## config.mk

```make
export PLATFORM = sky130hd
export DESIGN_NAME = spram_req_arbiter_flat
export DESIGN_NICKNAME = d
export VERILOG_FILES = /design/src/rtl/spram_req_arbiter_if.sv /design/src/rtl/spram_req_arbiter.sv /design/src/flat_wrapper.sv
export SDC_FILE = /design/constraint.sdc
export NUM_CORES = 1
export LEC_CHECK = 0
export BUFFER_PORTS_ARGS = -buffer_cell sky130_fd_sc_hd__buf_2
export CAP_MARGIN = 20
export CORE_ASPECT_RATIO = 1.25
export CORE_MARGIN = 2
export CORE_UTILIZATION = 48
export CTS_BUF_LIST = sky130_fd_sc_hd__clkbuf_4 sky130_fd_sc_hd__clkbuf_8
export DETAILED_ROUTE_END_ITERATION = 6
export PLACE_DENSITY = 0.83
export SLEW_MARGIN = 25
export SYNTH_ARGS = -nofsm -noshare
export SYNTH_HDL_FRONTEND = slang
export SYNTH_SLANG_ARGS = --single-unit
```

## constraint.sdc

```tcl
create_clock -name clk -period 7.9 [get_ports clk]
set_input_delay 0.79 -clock clk [delete_from_list [all_inputs] [get_ports clk]]
set_output_delay 0.79 -clock clk [all_outputs]
set_load 0.05 [all_outputs]
```

## src/rtl/spram_req_arbiter_if.sv

```systemverilog
// rtl/spram_req_arbiter_if.sv - request, response and RAM-port signals of the single-port RAM front-end
interface spram_req_arbiter_if #(
    parameter int DWIDTH = 8,
    parameter int AWIDTH = 8
);
    logic              wr_valid;
    logic              wr_ready;
    logic [AWIDTH-1:0] wr_addr;
    logic [DWIDTH-1:0] wr_data;

    logic              rd_valid;
    logic              rd_ready;
    logic [AWIDTH-1:0] rd_addr;

    logic              rsp_valid;
    logic              rsp_ready;
    logic [DWIDTH-1:0] rsp_data;

    logic              ram_wr_en;
    logic [AWIDTH-1:0] ram_addr;
    logic [DWIDTH-1:0] ram_wr_data;
    logic [DWIDTH-1:0] ram_rd_data;

    modport master (
        output wr_valid, wr_addr, wr_data,
        output rd_valid, rd_addr,
        output rsp_ready,
        output ram_rd_data,
        input  wr_ready, rd_ready,
        input  rsp_valid, rsp_data,
        input  ram_wr_en, ram_addr, ram_wr_data
    );

    modport slave (
        input  wr_valid, wr_addr, wr_data,
        input  rd_valid, rd_addr,
        input  rsp_ready,
        input  ram_rd_data,
        output wr_ready, rd_ready,
        output rsp_valid, rsp_data,
        output ram_wr_en, ram_addr, ram_wr_data
    );
endinterface

```

## src/rtl/spram_req_arbiter.sv

```systemverilog
// rtl/spram_req_arbiter.sv - write/read arbiter onto a single-port RAM with a 2-entry response buffer
module spram_req_arbiter #(
    parameter int DWIDTH = 8,
    parameter int AWIDTH = 8
) (
    input  logic               clk,
    input  logic               rst_n,
    spram_req_arbiter_if.slave bus
);
    logic              pri;
    logic              cap;
    logic              head_valid;
    logic              spare_valid;
    logic [DWIDTH-1:0] head_data;
    logic [DWIDTH-1:0] spare_data;

    logic              head_valid_n;
    logic              spare_valid_n;
    logic [DWIDTH-1:0] head_data_n;
    logic [DWIDTH-1:0] spare_data_n;

    logic [1:0]        count;
    logic [2:0]        inflight;
    logic              pop;
    logic              push;
    logic              rd_ok;
    logic              gr;
    logic              gw;
    logic              contended;
    logic [AWIDTH-1:0] addr_mux;
    logic [DWIDTH-1:0] wdata_mux;

    assign count    = {1'b0, head_valid} + {1'b0, spare_valid};
    assign pop      = head_valid & bus.rsp_ready;
    assign push     = cap;

    // Responses already buffered plus the one being captured, less the one leaving now.
    assign inflight = {1'b0, count} + {2'b00, cap} - {2'b00, pop};
    assign rd_ok    = inflight < 3'd2;

    // cap blocks writes so the RAM read register is never cleared before it is captured.
    assign gr        = rst_n & bus.rd_valid & rd_ok & (~bus.wr_valid | cap | ~pri);
    assign gw        = rst_n & bus.wr_valid & ~cap & ~gr;
    assign contended = bus.rd_valid & rd_ok & bus.wr_valid & ~cap;

    always_comb begin
        addr_mux  = '0;
        wdata_mux = '0;
        if (gw) begin
            addr_mux  = bus.wr_addr;
            wdata_mux = bus.wr_data;
        end else if (gr) begin
            addr_mux  = bus.rd_addr;
        end
    end

    assign bus.wr_ready    = gw;
    assign bus.rd_ready    = gr;
    assign bus.ram_wr_en   = gw;
    assign bus.ram_addr    = addr_mux;
    assign bus.ram_wr_data = wdata_mux;
    assign bus.rsp_valid   = head_valid;
    assign bus.rsp_data    = head_data;

    // head is the presented entry; spare holds the younger one when both are full.
    always_comb begin
        head_valid_n  = head_valid;
        head_data_n   = head_data;
        spare_valid_n = spare_valid;
        spare_data_n  = spare_data;
        case ({push, pop})
            2'b11: begin
                if (spare_valid) begin
                    head_data_n  = spare_data;
                    spare_data_n = bus.ram_rd_data;
                end else begin
                    head_data_n  = bus.ram_rd_data;
                end
            end
            2'b01: begin
                if (spare_valid) begin
                    head_data_n   = spare_data;
                    spare_valid_n = 1'b0;
                end else begin
                    head_valid_n  = 1'b0;
                end
            end
            2'b10: begin
                if (!head_valid) begin
                    head_valid_n  = 1'b1;
                    head_data_n   = bus.ram_rd_data;
                end else begin
                    spare_valid_n = 1'b1;
                    spare_data_n  = bus.ram_rd_data;
                end
            end
            default: begin
            end
        endcase
    end

    always_ff @(posedge clk or negedge rst_n) begin
        if (!rst_n) begin
            pri         <= 1'b0;
            cap         <= 1'b0;
            head_valid  <= 1'b0;
            head_data   <= '0;
            spare_valid <= 1'b0;
            spare_data  <= '0;
        end else begin
            cap         <= gr;
            if (contended) begin
                pri <= ~pri;
            end
            head_valid  <= head_valid_n;
            head_data   <= head_data_n;
            spare_valid <= spare_valid_n;
            spare_data  <= spare_data_n;
        end
    end
endmodule
```

## src/flat_wrapper.sv

```systemverilog
// flat-port wrapper written by rule: the top's interface ports become plain ports
module spram_req_arbiter_flat 
#(
    parameter int DWIDTH = 8,
    parameter int AWIDTH = 8
)
  (clk, rst_n, bus_wr_valid, bus_wr_addr, bus_wr_data, bus_rd_valid, bus_rd_addr, bus_rsp_ready, bus_ram_rd_data, bus_wr_ready, bus_rd_ready, bus_rsp_valid, bus_rsp_data, bus_ram_wr_en, bus_ram_addr, bus_ram_wr_data);
  spram_req_arbiter_if #(.DWIDTH(DWIDTH), .AWIDTH(AWIDTH)) bus_i ();
  input  logic clk;
  input  logic rst_n;
  input wire logic [$bits(bus_i.wr_valid)-1:0] bus_wr_valid;
  input wire logic [$bits(bus_i.wr_addr)-1:0] bus_wr_addr;
  input wire logic [$bits(bus_i.wr_data)-1:0] bus_wr_data;
  input wire logic [$bits(bus_i.rd_valid)-1:0] bus_rd_valid;
  input wire logic [$bits(bus_i.rd_addr)-1:0] bus_rd_addr;
  input wire logic [$bits(bus_i.rsp_ready)-1:0] bus_rsp_ready;
  input wire logic [$bits(bus_i.ram_rd_data)-1:0] bus_ram_rd_data;
  output wire logic [$bits(bus_i.wr_ready)-1:0] bus_wr_ready;
  output wire logic [$bits(bus_i.rd_ready)-1:0] bus_rd_ready;
  output wire logic [$bits(bus_i.rsp_valid)-1:0] bus_rsp_valid;
  output wire logic [$bits(bus_i.rsp_data)-1:0] bus_rsp_data;
  output wire logic [$bits(bus_i.ram_wr_en)-1:0] bus_ram_wr_en;
  output wire logic [$bits(bus_i.ram_addr)-1:0] bus_ram_addr;
  output wire logic [$bits(bus_i.ram_wr_data)-1:0] bus_ram_wr_data;
  assign bus_i.wr_valid = bus_wr_valid;
  assign bus_i.wr_addr = bus_wr_addr;
  assign bus_i.wr_data = bus_wr_data;
  assign bus_i.rd_valid = bus_rd_valid;
  assign bus_i.rd_addr = bus_rd_addr;
  assign bus_i.rsp_ready = bus_rsp_ready;
  assign bus_i.ram_rd_data = bus_ram_rd_data;
  assign bus_wr_ready = bus_i.wr_ready;
  assign bus_rd_ready = bus_i.rd_ready;
  assign bus_rsp_valid = bus_i.rsp_valid;
  assign bus_rsp_data = bus_i.rsp_data;
  assign bus_ram_wr_en = bus_i.ram_wr_en;
  assign bus_ram_addr = bus_i.ram_addr;
  assign bus_ram_wr_data = bus_i.ram_wr_data;
  spram_req_arbiter #(.DWIDTH(DWIDTH), .AWIDTH(AWIDTH)) u_core (.clk(clk), .rst_n(rst_n), .bus(bus_i));
endmodule
```

Word level (Yosys, flattened, before mapping):

Index checks and enable logic that the tools add are counted.

* add/subtract/negate cells: 3
* $lt $le $gt $ge: 1
* eq/ne operators: 8
* muxes and demuxes: 14
* bitwise gates (word level): 16
* reduce and logical (&&, ||, !) cells: 7

Operators by type and width (number)
* $mux W8: 8
* $pmux W8 S3: 1
* $pmux W8 S2: 1
* $and A1 B1 Y1: 10
* $ne A2 B1 Y1 const B: 3
* $reduce_and A3 Y1: 2
* $eq A2 B2 Y1 const B: 2
* $ne A2 B2 Y1 const B: 2
* $not A1 Y1: 4
* $pmux W1 S2: 2
* $reduce_and A2 Y1: 2
* $reduce_bool A2 Y1: 2
* $add A2 B1 Y3: 1
* $lt A3 B2 Y1 const B: 1
* $reduce_bool A3 Y1: 1
* $sub A3 B1 Y3: 1
* $add A1 B1 Y2: 1
* $eq A2 B1 Y1 const B: 1
* $mux W1: 2
* $or A1 B1 Y1: 2

* flip-flop bits (word level): 20
* input port bits: 37
* output and inout port bits: 28
* word-level logic and storage cells: 55

Logic depth before layout (Yosys ltp):

* word-level depth: 9
* mapped depth: 11

Worst setup path after synthesis:

OpenSTA, ideal clock, no wires.

* path type: input port to output port
* from: in bus_rsp_ready
* to: out bus_ram_addr[0]
* data arrival time: 3.684 ns
* required time: 7.110 ns
* slack: 3.426 ns
* cell stages on the path: 11
* path buffers: 3
* cell sequence: and2_1 > ha_1 > buf_2 > buf_2 > inv_1 > ha_1 > a21oi_1 > mux2i_1 > and3_1 > buf_4 > mux2i_1

* cells in the longest elaborated chain, start to end: 8

RTL lines
* start, declared: RTL line flat_wrapper.sv:16 `input wire logic [$bits(bus_i.rsp_ready)-1:0] bus_rsp_ready;`
* $and A1 B1 Y1 *: RTL line spram_req_arbiter.sv:34 `assign pop = head_valid & bus.rsp_ready;`
* $sub A3 B1 Y3 *: RTL line spram_req_arbiter.sv:38 `assign inflight = {1'b0, count} + {2'b00, cap} - {2'b00, pop};`
* $lt A3 B2 Y1 *: RTL line spram_req_arbiter.sv:39 `assign rd_ok = inflight < 3'd2;`
* $and A1 B1 Y1 * (2 in a row): RTL line spram_req_arbiter.sv:42 `assign gr = rst_n & bus.rd_valid & rd_ok & (~bus.wr_valid | cap | ~pri);`
* net bus_rd_ready: RTL line flat_wrapper.sv:19 `output wire logic [$bits(bus_i.rd_ready)-1:0] bus_rd_ready;`
* $not A1 Y1: RTL line spram_req_arbiter.sv:43 `assign gw = rst_n & bus.wr_valid & ~cap & ~gr;`
* $and A1 B1 Y1: RTL line spram_req_arbiter.sv:43
* $mux W8 *: RTL line spram_req_arbiter.sv:49 `if (gw) begin`
* end, declared: RTL line flat_wrapper.sv:23 `output wire logic [$bits(bus_i.ram_addr)-1:0] bus_ram_addr;`

Mark *: on every way through the listed nets, which the timed path passes. The rest lies on a longest branch.

Final worst setup path:

* from: in bus_rsp_ready
* to: out bus_ram_addr[2]

* cells in the longest elaborated chain, start to end: 8

RTL lines (RTL line)
* $and A1 B1 Y1 *: spram_req_arbiter.sv:34
* $sub A3 B1 Y3 *: spram_req_arbiter.sv:38
* $lt A3 B2 Y1 *: spram_req_arbiter.sv:39
* $and A1 B1 Y1 * (2 in a row): spram_req_arbiter.sv:42
* $not A1 Y1: spram_req_arbiter.sv:43
* $and A1 B1 Y1: spram_req_arbiter.sv:43
* $mux W8 *: spram_req_arbiter.sv:49

Mark *: on every way between the ends. The rest lies on a longest branch, timed or not.

==> flow_summary_export.csv <==
group,metric,value,unit
status,outcome,"finished clean",
clock_tree,cts.clk_slew.worst_paths,120,ps
grt,globalRouteTotalUtil,20.7,%
worst_setup_path,critical-path-slowest-cell,"sky130_fd_sc_hd__ha_1",
clock_tree,cts.path.max_buffers,2,
grt,largest_net_degree_at_the_start_of_global_routing,25,
drt,detail_route.wirelength,3200,um
die,design.die.area,0.00324,mm^2
clock_tree,clock_sinks,20,
clock_tree,clock_latency_at_the_later_pin_of_the_worst_skew_pair,310,ps
flow_run,drv_cap,0,
worst_setup_path,worst-path-max-fanout,18,
timing,fin_worst_skew,7.09,ps
worst_setup_path,reg2reg_slack,4940,ps
layout,final_cell_mix,"sky130_fd_sc_hd__buf_2, sky130_fd_sc_hd__dfrtp_1, sky130_fd_sc_hd__mux2i_1",
timing,slew_headroom,62.4,%
timing,setup-tns-final,0,ps
worst_setup_path,worst_setup_path_startpoint,"bus_rsp_ready",
die,dieHeight,63.1,um
yosys,synth.cell_area,0.00134,mm^2
layout,nets_final,238,
clock_tree,cts_root_buffer,"sky130_fd_sc_hd__clkbuf_4",
die,io_pins,65,
timing,final-setup-viol-count,0,
worst_setup_path,worst_ep_required_time,7110,ps
layout,postLayoutCellArea,0.00172,mm^2
worst_setup_path,regToRegEndpoint,"u_core.cap",
timing,fin_crit,4520,ps
die,core.rowCount,21,
worst_setup_path,cp_cell_sequence,"buf_2, and2_1, ha_1, inv_1, ha_1, a21oi_1, mux2i_1, and3_1, mux2i_1, buf_2",
layout,antenna-diode-count,0,
die,core,0.00268,mm^2
clock_tree,cts_tree,"yes",
timing,slew_viol_final,0,
layout,nFillCells,245,
drt,detail-route-antenna-nets,0,
yosys,postSynthRegisterBits,20,
die,die_x,51.3,um
drt,post-route-drc-count,0,
clock_tree,cts_setup_buffers,0,
layout,leading_cell_type_in_the_layout_fill_and_taps_excluded,"sky130_fd_sc_hd__buf_2",
timing,maxClockFrequency,221,MHz
grt,grt_first_pass_wirelength,5260,um
yosys,synth-warning-count,0,
die,initial_utilization,50.1,%
pwr,p_total,675,uW
worst_setup_path,worst-r2r-cell-count,7,
pwr,power.density,394,mW/mm^2
yosys,synth_cell_type_count,21,
worst_setup_path,critPathKind,"in2out",
yosys,syn_area_per_cell,10.0,um^2
clock_tree,cts.hold.buffers_added,0,
timing,fin_crit_sh,57.2,%
yosys,synthesis.nets,177,
drt,drt-wirelength-per-cell,14.0,um
timing,hold_viol,0,
yosys,synth-edff-count,0,
timing,rsz_0062_raised_after_global_routing,"false",
layout,areaGrowthSynthToFinish,27.8,%
worst_setup_path,worstReg2RegStart,"u_core.bus.rsp_valid",
placement,post_detailed_placement_cell_area,0.00166,mm^2
placement,port_buffers,64,
timing,fin_hold_ws,412,ps
placement,place_congestion,0.798,
timing,worst-slew-pin-transition,564,ps
pwr,leakage,0.000883,uW
grt,globalRoute.totalOverflow,0,
worst_setup_path,worstSetupStartpointType,"primary input",
worst_setup_path,worst_ep_arrival_time,3730,ps
clock_tree,cts_max_level,1,
drt,drt-pass1-iter-count,4,
clock_tree,cts_buffers,3,
yosys,synth_seq_area_share,37.3,%
layout,layout-drive-gt1-share,45.4,%
grt,antenna_found_initial,0,
drt,viasPerCell,5.27,
yosys,asyncSetResetFlopFracSynth,100,%
min_path,hp-class,"in2async",
worst_setup_path,endpoint_kind,"output pin",
pwr,worst_case_vdd_ir_drop,0.284,mV
worst_setup_path,max_stage_delay,660,ps
placement,place_hpwl,2470,um
yosys,syn-instance-count,134,
clock_tree,post_cts_resized,0,
grt,vias_in_the_first_global_route,1248,
drt,dr.first_iter.drc_count,32,
drt,detailroute.via_count,1201,
yosys,yosys_most_used_dff,"sky130_fd_sc_hd__dfrtp_1",
power by group:
group	switching, uW	internal, uW	leakage, uW
Combinational	249	143	0.000615
Sequential	44.1	154	0.000240
Clock	33.8	51.4	0.0000279
stage by stage:
stage / instances / worst slack (ps) / util [%]
after floorplan: 134 / 3430 / -
after global placement: 224 / 3600 / 62.0
after detailed placement: 224 / 3400 / 62.0
after CTS: 228 / 3380 / 64.0
after global routing: 228 / 3130 / 64.0
final: 228 / 3380 / 64.0
kinds of logic (layout without fill, tap and decap cells):
kind of cell,after synthesis,in the layout,synth area share [%]
DFF,20,20,37.3
muxes,35,35,27.7
buffers and inverters,20,80,6.52
xor gates and xnor gates,1,1,0.652
and+or+nand+nor,32,32,11.9
adders and majority gates,6,6,5.59
AOI/OAI and AO/OA,20,20,10.3
worst max path at each step:
stage                           end  slack (ps)  depth (start not counted)
floorplan           bus_ram_addr[0]        3430                         11
global placement    bus_ram_addr[6]        3600                         10
detailed placement  bus_ram_addr[1]        3400                         10
CTS                 bus_ram_addr[0]        3380                         10
global route        bus_ram_addr[5]        3130                         10
finish              bus_ram_addr[2]        3380                         10
metal layers:
layer | global-route usage (%) | wire length [um]
met1 | 23.9 | 1260
met2 | 38.6 | 1770
met3 | 1.42 | 105
met4 | 8.22 | 63
met5 | 0 | 0
area by class of cell:
| type | count | area, um^2 | share of cell area, % |
|---|---|---|---|
| multi-input cells | 94 | 754 | 44.0 |
| inverters | 12 | 45.0 | 2.63 |
| well taps | 34 | 42.5 | 2.48 |
| repair buffers | 64 | 320 | 18.7 |
| clock inverters | 1 | 30.0 | 1.75 |
| flip-flops and latches | 20 | 500 | 29.2 |
| clock buffers | 3 | 22.5 | 1.31 |
cell usage after synthesis (2+ instances only):
master                     number  area (um^2)
sky130_fd_sc_hd__a21oi_1       10         50.1
sky130_fd_sc_hd__mux2_2        17          191
sky130_fd_sc_hd__a221oi_1       8         70.1
sky130_fd_sc_hd__buf_2          4         20.0
sky130_fd_sc_hd__mux2i_1       18          180
sky130_fd_sc_hd__dfrtp_1       20          500
sky130_fd_sc_hd__and2_1        10         62.6
sky130_fd_sc_hd__ha_1           6         75.1
sky130_fd_sc_hd__nand2b_1       2         12.5
sky130_fd_sc_hd__buf_4          2         15.0
sky130_fd_sc_hd__nand2_1       14         52.6
sky130_fd_sc_hd__inv_1         12         45.0
sky130_fd_sc_hd__nor2_2         2         12.5
sky130_fd_sc_hd__nor2_1         2         7.51
state kept, by name, indices dropped and copies added (netlist names):
signal and flops:
u_core.bus.rsp_data 8, u_core.spare_data 8, u_core.bus.rsp_valid 1, u_core.cap 1
u_core.pri 1, u_core.spare_valid 1
worst max-delay path: cells and delay by family:
family / cells / cell delay, ps
adder cells (fa/ha/maj): 2 / 950
AND/OR/NAND/NOR: 2 / 710
multiplexers: 2 / 610
buffers and inverters: 3 / 460
AO/OA/AOI/OAI: 1 / 200
Power figures use the tool's default switching activity.
